==> src/rtl/seg7_scan_driver.sv <==
// seg7_scan_driver: time-multiplexed driver for NUM_DIGITS common-anode 7-segment digits.
// Latency: 1 clk from the internal cnt/idx/active state to seg/dp/an/frame_tick.
// Backpressure: none; load is always accepted and the latest load before a frame boundary wins.
//
// Ports:
//   clk, rst_n   system clock (rising edge), asynchronous active-low reset
//   value        packed hex nibbles, digit i = value[4i+3:4i], digit 0 rightmost
//   dp_in        per-digit decimal point request, 1 = lit
//   blank        per-digit force-dark, 1 = dark
//   load         capture value/dp_in/blank into the holding register
//   seg          active-low segments {g,f,e,d,c,b,a}
//   dp           active-low decimal point
//   an           active-low anode enables, at most one bit low
//   frame_tick   1-cycle pulse the cycle after the scan wraps from digit N-1 to 0
//
// Optional feature: define SEG7_LZB_EN to enable leading-zero blanking
// (digit i>0 goes dark when it and every more-significant nibble are zero).

module seg7_scan_driver #(
  parameter int NUM_DIGITS = 4,
  parameter int SCAN_DIV   = 100000,
  parameter int GUARD      = 4
) (
  input  logic                    clk,
  input  logic                    rst_n,
  input  logic [4*NUM_DIGITS-1:0] value,
  input  logic [NUM_DIGITS-1:0]   dp_in,
  input  logic [NUM_DIGITS-1:0]   blank,
  input  logic                    load,
  output logic [6:0]              seg,
  output logic                    dp,
  output logic [NUM_DIGITS-1:0]   an,
  output logic                    frame_tick
);

  localparam int CW = (SCAN_DIV > 1) ? $clog2(SCAN_DIV) : 1;
  localparam int IW = (NUM_DIGITS > 1) ? $clog2(NUM_DIGITS) : 1;

  localparam logic [CW-1:0] CNT_LAST  = CW'(SCAN_DIV - 1);
  localparam logic [IW-1:0] IDX_LAST  = IW'(NUM_DIGITS - 1);
  localparam logic [CW-1:0] GUARD_CNT = CW'(GUARD);

  // Scan position
  logic [CW-1:0] cnt;
  logic [IW-1:0] idx;
  logic          cnt_wrap;
  logic          frame_end;

  // Holding (written by load) and active (displayed) buffers
  logic [4*NUM_DIGITS-1:0] hold_value;
  logic [NUM_DIGITS-1:0]   hold_dp;
  logic [NUM_DIGITS-1:0]   hold_blank;
  logic                    pending;

  logic [4*NUM_DIGITS-1:0] act_value;
  logic [NUM_DIGITS-1:0]   act_dp;
  logic [NUM_DIGITS-1:0]   act_blank;

  // Decode
  logic                  in_window;
  logic [NUM_DIGITS-1:0] lz_dark;
  logic [NUM_DIGITS-1:0] an_nxt;
  logic [6:0]            seg_nxt;
  logic                  dp_nxt;

  assign cnt_wrap  = (cnt == CNT_LAST);
  // With a single digit idx never moves, so every cnt wrap ends a frame.
  assign frame_end = cnt_wrap && (idx == IDX_LAST);

  // ------------------------------------------------------------------
  // Slot counter and digit index
  // ------------------------------------------------------------------
  always_ff @(posedge clk or negedge rst_n) begin
    if (!rst_n) begin
      cnt <= '0;
      idx <= '0;
    end else begin
      if (cnt_wrap) begin
        cnt <= '0;
        if (idx == IDX_LAST) begin
          idx <= '0;
        end else begin
          idx <= idx + 1'b1;
        end
      end else begin
        cnt <= cnt + 1'b1;
      end
    end
  end

  // ------------------------------------------------------------------
  // Double buffer. The active word only changes on the frame boundary,
  // so a frame never shows a mix of old and new digits. A load that lands
  // on the boundary cycle itself bypasses holding and becomes active at once.
  // ------------------------------------------------------------------
  always_ff @(posedge clk or negedge rst_n) begin
    if (!rst_n) begin
      hold_value <= '0;
      hold_dp    <= '0;
      hold_blank <= '0;
      pending    <= 1'b0;
      act_value  <= '0;
      act_dp     <= '0;
      act_blank  <= '0;
    end else begin
      if (load) begin
        hold_value <= value;
        hold_dp    <= dp_in;
        hold_blank <= blank;
      end

      if (load && frame_end) begin
        act_value <= value;
        act_dp    <= dp_in;
        act_blank <= blank;
        pending   <= 1'b0;
      end else if (load) begin
        pending   <= 1'b1;
      end else if (frame_end && pending) begin
        act_value <= hold_value;
        act_dp    <= hold_dp;
        act_blank <= hold_blank;
        pending   <= 1'b0;
      end
    end
  end

  // ------------------------------------------------------------------
  // Dead-time guard: the first GUARD clocks of each slot stay dark so the
  // previous digit's segments cannot ghost onto the newly enabled anode.
  // ------------------------------------------------------------------
  generate
    if (GUARD == 0) begin : g_no_guard
      assign in_window = 1'b1;
    end else begin : g_guard
      assign in_window = (cnt >= GUARD_CNT);
    end
  endgenerate

  // ------------------------------------------------------------------
  // Leading-zero suppression
  // ------------------------------------------------------------------
`ifdef SEG7_LZB_EN
  logic lz_run;

  // Walk from the most significant digit down; a digit is suppressed while
  // it and everything above it are zero. Digit 0 always shows.
  always_comb begin
    lz_dark = '0;
    lz_run  = 1'b1;
    for (int i = NUM_DIGITS - 1; i > 0; i--) begin
      lz_run     = lz_run & (act_value[4*i +: 4] == 4'h0);
      lz_dark[i] = lz_run;
    end
  end
`else
  assign lz_dark = '0;
`endif

  // ------------------------------------------------------------------
  // Glyph table, active-low {g,f,e,d,c,b,a}
  // ------------------------------------------------------------------
  function automatic logic [6:0] glyph(input logic [3:0] nib);
    case (nib)
      4'h0: glyph = 7'h40;
      4'h1: glyph = 7'h79;
      4'h2: glyph = 7'h24;
      4'h3: glyph = 7'h30;
      4'h4: glyph = 7'h19;
      4'h5: glyph = 7'h12;
      4'h6: glyph = 7'h02;
      4'h7: glyph = 7'h78;
      4'h8: glyph = 7'h00;
      4'h9: glyph = 7'h18;
      4'hA: glyph = 7'h08;
      4'hB: glyph = 7'h03;
      4'hC: glyph = 7'h46;
      4'hD: glyph = 7'h21;
      4'hE: glyph = 7'h06;
      4'hF: glyph = 7'h0E;
      default: glyph = 7'h7F;
    endcase
  endfunction

  // ------------------------------------------------------------------
  // Per-digit decode. Looping over digits rather than indexing by idx keeps
  // every select in range when NUM_DIGITS is not a power of two.
  // ------------------------------------------------------------------
  always_comb begin
    an_nxt  = '1;
    seg_nxt = 7'h7F;
    dp_nxt  = 1'b1;
    for (int i = 0; i < NUM_DIGITS; i++) begin
      if (in_window && (idx == IW'(i)) && !act_blank[i] && !lz_dark[i]) begin
        an_nxt[i] = 1'b0;
        seg_nxt   = glyph(act_value[4*i +: 4]);
        dp_nxt    = ~act_dp[i];
      end
    end
  end

  // ------------------------------------------------------------------
  // Registered pin drivers
  // ------------------------------------------------------------------
  always_ff @(posedge clk or negedge rst_n) begin
    if (!rst_n) begin
      an         <= '1;
      seg        <= 7'h7F;
      dp         <= 1'b1;
      frame_tick <= 1'b0;
    end else begin
      an         <= an_nxt;
      seg        <= seg_nxt;
      dp         <= dp_nxt;
      frame_tick <= frame_end;
    end
  end

endmodule
==> config.mk <==
export PLATFORM = sky130hd
export DESIGN_NAME = seg7_scan_driver
export DESIGN_NICKNAME = d
export VERILOG_FILES = /design/src/rtl/seg7_scan_driver.sv
export SDC_FILE = /design/constraint.sdc
export NUM_CORES = 1
export LEC_CHECK = 0
export BUFFER_PORTS_ARGS = -buffer_cell sky130_fd_sc_hd__buf_4
export CELL_PAD_IN_SITES_DETAIL_PLACEMENT = 0
export CELL_PAD_IN_SITES_GLOBAL_PLACEMENT = 1
export CORE_ASPECT_RATIO = 1.4
export CORE_MARGIN = 3
export CORE_UTILIZATION = 45
export CTS_BUF_LIST = sky130_fd_sc_hd__clkbuf_8
export CTS_CLUSTER_SIZE = 28
export DETAILED_ROUTE_END_ITERATION = 10
export MAX_ROUTING_LAYER = met4
export PLACE_DENSITY_LB_ADDON = 0.1
export RECOVER_POWER = 50
export REMOVE_ABC_BUFFERS = 1
export SETUP_SLACK_MARGIN = 0.02
export SYNTH_ARGS = -nofsm -noshare
export SYNTH_HDL_FRONTEND = slang
export SYNTH_SLANG_ARGS = --single-unit
==> constraint.sdc <==
create_clock -name clk -period 2.6 [get_ports clk]
set_input_delay 0.78 -clock clk [delete_from_list [all_inputs] [get_ports clk]]
set_output_delay 0.78 -clock clk [all_outputs]
set_load 0.01 [all_outputs]
# Yosys cells after proc, flatten, opt, wreduce, memory -nomap -nowiden

Memory sizes are Yosys's and may differ from the RTL's.
Cells that the tools add are included.

ROM bits: 448
Memories: 4
Register bits: 81

Eq/ne operators: 5
$add $sub $neg: 2
Multiplexer cells: 26
Bitwise operators: 4
Magnitude comparators: 1
Reduce and logical (&&, ||, !) cells: 19

Memory list:

| memory          | words | width | read ports | clocked after memory_dff | wr ports | RTL line | text |
|---|---|---|---|---|---|---|---|
| (no name shown) | 16    | 7     | 1          | 0                        | 0        | 164      | `case (nib)` |
| (no name shown) | 16    | 7     | 1          | 0                        | 0        | 164      |  |
| (no name shown) | 16    | 7     | 1          | 0                        | 0        | 164      |  |
| (no name shown) | 16    | 7     | 1          | 0                        | 0        | 164      |  |

Operators by type and width:

| cell                                                                | number |
|---|---|
| 2-to-1 mux 16 bit                                                   | 3 |
| 2-to-1 mux 7 bit                                                    | 4 |
| 2-to-1 mux 4 bit                                                    | 6 |
| adder 17 x 1 -> 17 bit (second input constant)                      | 1 |
| == test 17 bit (second input constant)                              | 1 |
| greater-or-equal comparator 17 x 3 -> 1 bit (second input constant) | 1 |
| 2-to-1 mux 17 bit                                                   | 1 |
| logical AND 1 bit                                                   | 11 |
| 2-to-1 mux 1 bit                                                    | 11 |
| == test 2 bit (second input constant)                               | 2 |
| logical NOT 1 bit                                                   | 4 |
| inverter 1 bit                                                      | 4 |
| nonzero test 3 bit                                                  | 1 |
| adder 2 x 1 -> 2 bit (second input constant)                        | 1 |
| == test 2 x 1 -> 1 bit (second input constant)                      | 1 |
| logical NOT 2 bit                                                   | 1 |
| 2-to-1 mux 2 bit                                                    | 1 |
| != test 2 x 1 -> 1 bit (second input constant)                      | 1 |
| AND reduction 2 bit                                                 | 1 |
| nonzero test 2 bit                                                  | 1 |

# Longest topological paths before layout

Word-level depth: 7
Depth in mapped cells: 7

# Least setup slack after synthesis

Ideal clock, no wire load.

Kind: input -> register
Start: input port load
End: register act_blank[3]
Setup slack: 0.480 ns
Stages on the path: 4
Arrival: 1.995 ns
Cell sequence: clkbuf_1 -> buf_1 -> mux2_2 -> mux2_4

Cells in the longest elaborated chain, start to end: 3

RTL lines:

| item                                                                   | RTL line | text |
|---|---|---|
| start, declared                                                        | 29       | `input logic load,` |
| logical AND 1 bit                                                      | 112      | `if (load && frame_end) begin` |
| != test 2 x 1 -> 1 bit (no line) or nonzero test 2 bit (tied branches) | n/a      |  |
| AND reduction 2 bit (no line)                                          | n/a      |  |
| end signal, assigned                                                   | 115      | `act_blank <= blank;` |
| end signal, assigned                                                   | 122      | `act_blank <= hold_blank;` |
| end, declared                                                          | 57       | `logic [NUM_DIGITS-1:0] act_blank;` |

Several ways; a longest one is shown, not always the timed one.
A chain may end at the register's enable or synchronous reset.

# Final worst setup path

Start: register cnt[14]
End: register act_blank[2]

Cells in the longest elaborated chain, start to end: 5

RTL lines:

| item                                                                   | RTL line | text |
|---|---|---|
| start, declared                                                        | 44       | `logic [CW-1:0] cnt;` |
| start signal, assigned                                                 | 86       | `cnt <= cnt + 1'b1;` |
| == test 17 bit (*)                                                     | 66       | `assign cnt_wrap = (cnt == CNT_LAST);` |
| logical AND 1 bit (*)                                                  | 68       | `assign frame_end = cnt_wrap && (idx == IDX_LAST);` |
| logical AND 1 bit (on tied branches)                                   | 112, 119 |  |
| != test 2 x 1 -> 1 bit (no line) or nonzero test 2 bit (tied branches) | n/a      |  |
| AND reduction 2 bit (no line)                                          | n/a      |  |

Every way passes the cells marked *; elsewhere a longest branch is shown, timed or not.

==> run summary <==
The flow ran to the end, but the final reports show violations. The checks that failed: capacitance limit, slew limit. The max-slew violation total from the final report came out at 34. In this run the deepest clock path goes through 2 buffers.

Dividing the synthesized area by the synthesized cell count gives 11.13 um^2. The cell taking the most area after synthesis is sky130_fd_sc_hd__dfrtp_1. The worst setup path is launched from a register. After detailed routing, the average wire length per cell comes to 16.19 um. Entering global routing, the biggest net connects 49 pins. For this design the ratio of total power to cell area is 488.3 nW/um^2. Final critical-path share of the clock period: 0.8348. The critical path endpoint category was a register. The number of enable-type register cells in the synthesized netlist came out at 0.

The minimum clock period works out to 2.171 ns. By area the synthesized netlist is led by sky130_fd_sc_hd__dfrtp_1 (40%), sky130_fd_sc_hd__ha_1 (7.5%), sky130_fd_sc_hd__dfstp_2 (7.3%). The arrival time of data at the critical path endpoint came out at 2.42 ns.

Summing all placed instances gives a cell area of 4753 um^2. After detailed routing, the number of remaining DRC violations is 0. 40 I/O pins were placed.

The leakage power summed over all cells is 0.002303 uW, and the cell count along the critical path is 6. The tools report the count of non-filler cells in the finished layout as 542. The critical path is of the register to register type.

The critical path capture point is act_blank[2]. After global routing the overflow that remains totals 0. The worst path buffer plus inverter count works out to 1. Class of the most critical hold timing path: register to register. The net count reported at finish came out at 483. The number of warnings issued by yosys was 0. After the first detailed-routing iteration, the DRC count stood at 196.

The first global-routing pass estimated 15040 um of wire. The logs give -0.2443 for the headroom to the max-slew limit and 2.85 ns for the required arrival time at the worst endpoint. The total inserted antenna cells was 0. The later pin in the worst-skew pair is clocked with a latency of 0.36 ns. The first detailed-routing pass took 4 iterations. The largest stage delay on the critical path is 0.42 ns.

After routing the design area is 4959 um^2. At the end of routability-driven placement, the weighted congestion stood at 0.8002. The core occupancy in the finished layout was 0.5400. The source of the worst register-to-register timing path is cnt[14].

The worst register-to-register path ends at act_blank[2]. The average vias per placed instance was 5.406. On the critical path, the stage with the largest delay is an instance of sky130_fd_sc_hd__dfrtp_1. The tree is rooted in a sky130_fd_sc_hd__clkbuf_8. Most common cell after layout, fill and taps aside: sky130_fd_sc_hd__dfrtp_1. The logs give 0.4727 for the starting utilization of the core area and 0 ns for the sum of negative setup slack. Fraction of final layout cells with drive strength greater than 1: 0.2759.

The post-CTS setup buffer count is 0, and the via count is 2930. The achievable clock frequency is 460.7 MHz, and the number of placed instances with taps included is 526. The number of buffers inserted for hold repair after clock tree synthesis was 0. The number of nets still failing antenna checks after routing was 0; the clock-pin slew on the worst setup and hold paths was 0.08 ns. The share of Yosys cell area claimed by the top area cell type works out to 0.3978. The initial antenna violation count is 0. Tracing the worst setup path back leads to its startpoint at cnt[14]. For the portion of the post-synthesis area used by sequential elements, the log shows 0.4705. The die covers 10880 um^2. Wires add up to 8773 um. The clock tree synthesis step divided the H-tree into 3 levels. The run gives 0.1872 as the overall track demand over capacity in global routing. The core region is 9183 um^2.

After technology mapping, the gate count stands at 390. The critical path goes through nor3_1, nand2_1, nor4_4, nand3b_4, buf_4, mux2_4. TritonCTS built the clock tree.

The area growth from synthesis to layout was 14.24%; the number of global-route vias before repair was 3090. The post-synthesis sequential element count was 81; the number of input and output port buffers inserted was 39. The number of maximum-capacitance violations is 1, and the number of buffers inserted during clock tree synthesis is 9. The height of the die is 122.2 um.

Setup repair after global routing left no endpoint under its margin. The maximum net fanout on the critical path was 24. At the pin with the least slew margin, the transition time is 1.867 ns. The count of cell types in the netlist is 48, and the setup slack of the worst register-to-register path is 0.43 ns.

Once the clock tree was built, the resizer swapped 0 gates to a different size. Commonest register cell after synthesis: sky130_fd_sc_hd__dfrtp_1. Setup violations remaining at the end of the flow were counted as 0. The fraction of registers with async set/reset works out to 1.000. Counting cells, the worst reg-to-reg path comes to 6. The top cell types in the final layout, fill and taps aside, are sky130_fd_sc_hd__dfrtp_1 (69), sky130_fd_sc_hd__buf_4 (43), sky130_fd_sc_hd__nor2_1 (37).

The maximum resistive drop on vdd is 0.0002866 V, and the die extent in x is 89.01 um. After legalization and detailed placement, the total HPWL measured 6414 um. On the critical path the largest part of the delay comes from simple AND/OR/NAND/NOR gates.

On the final layout, the worst clock skew is 0.01199 ns. The tightest hold path in the finished design has a slack of 0.4843 ns. In this run the core area contains 41 standard-cell rows. The total clock sinks was 81. Summing every instance area after synthesis gives 4340 um^2. The final hold violation count was 0.
how the worst min path moves through the flow:
stage                    from             end  slack (ns)  cells past startpoint
floorplan           act_dp[2]              dp        0.43                      1
global placement      pending         pending        0.46                      2
global route           cnt[0]          cnt[0]        0.51                      1
detailed placement    pending         pending        0.47                      2
CTS                     rst_n  hold_value[15]        0.36                      1
finish                 cnt[0]          cnt[0]        0.48                      1
routing by layer:
layer,wire (um),track usage,up-vias
li1,-,-,1451
met1,3835,0.2209,1438
met2,4606,0.3146,33
met3,199,0.04263,8
met4,131,0.05866,0
met5,0,-,-
Yosys cell counts, drive strengths merged, types with 5 or more instances:
cell and n:
a21oi 15, clkbuf 13, dfrtp 69, dfstp 12
ha 26, inv 21, mux2 48, nand2 24
nand2b 7, nand3 5, nor2 37, nor2b 9
nor3 7, o21ai 16, o221ai 12, xnor2 6
xor2 8
kinds of logic after synthesis:
| logic type | after synthesis | share of synthesized area |
|---|---|---|
| AND/OR/NAND/NOR | 111 | 0.1329 |
| flip-flops | 81 | 0.4705 |
| AO/OA/AOI/OAI | 69 | 0.1084 |
| multiplexers | 51 | 0.1487 |
| buffers and inverters | 38 | 0.03632 |
| adder cells (fa/ha/maj) | 26 | 0.07495 |
| XOR/XNOR | 14 | 0.02825 |
through the flow:
step / worst slack (ns) / total power (uW)
finish: 0.4294 / 2421
global route: 0.2082 / 2542
CTS: 0.4071 / 2464
detailed placement: 0.3997 / 1456
global placement: 0.4300 / 1451
floorplan: 0.1519 / 1375
report_power, final:
part | switching [uW] | internal (uW) | total [uW]
registers | 8.47 | 1300 | 1300
logic | 57.0 | 61.1 | 118
clock network | 463 | 536 | 999
cell type report:
class | instances | area, um^2
Sequential cell | 81 | 2042
Inverter | 21 | 78.83
Multi-Input combinational cell | 271 | 2141
Timing Repair Buffer | 46 | 350.3
Tap cell | 107 | 133.9
Fill cell | 824 | 4224
Clock inverter | 7 | 88.84
Clock buffer | 9 | 123.9
state kept, by name (all words and copies together) (netlist names):
| name | flops |
|---|---|
| dp | 1 |
| an | 4 |
| cnt | 17 |
| act_value | 16 |
| frame_tick | 1 |
| seg | 7 |
| pending | 1 |
| hold_dp | 4 |
| hold_blank | 4 |
| act_blank | 4 |
| hold_value | 16 |
| idx | 2 |
| act_dp | 4 |
(Power assumes the default switching activity.)
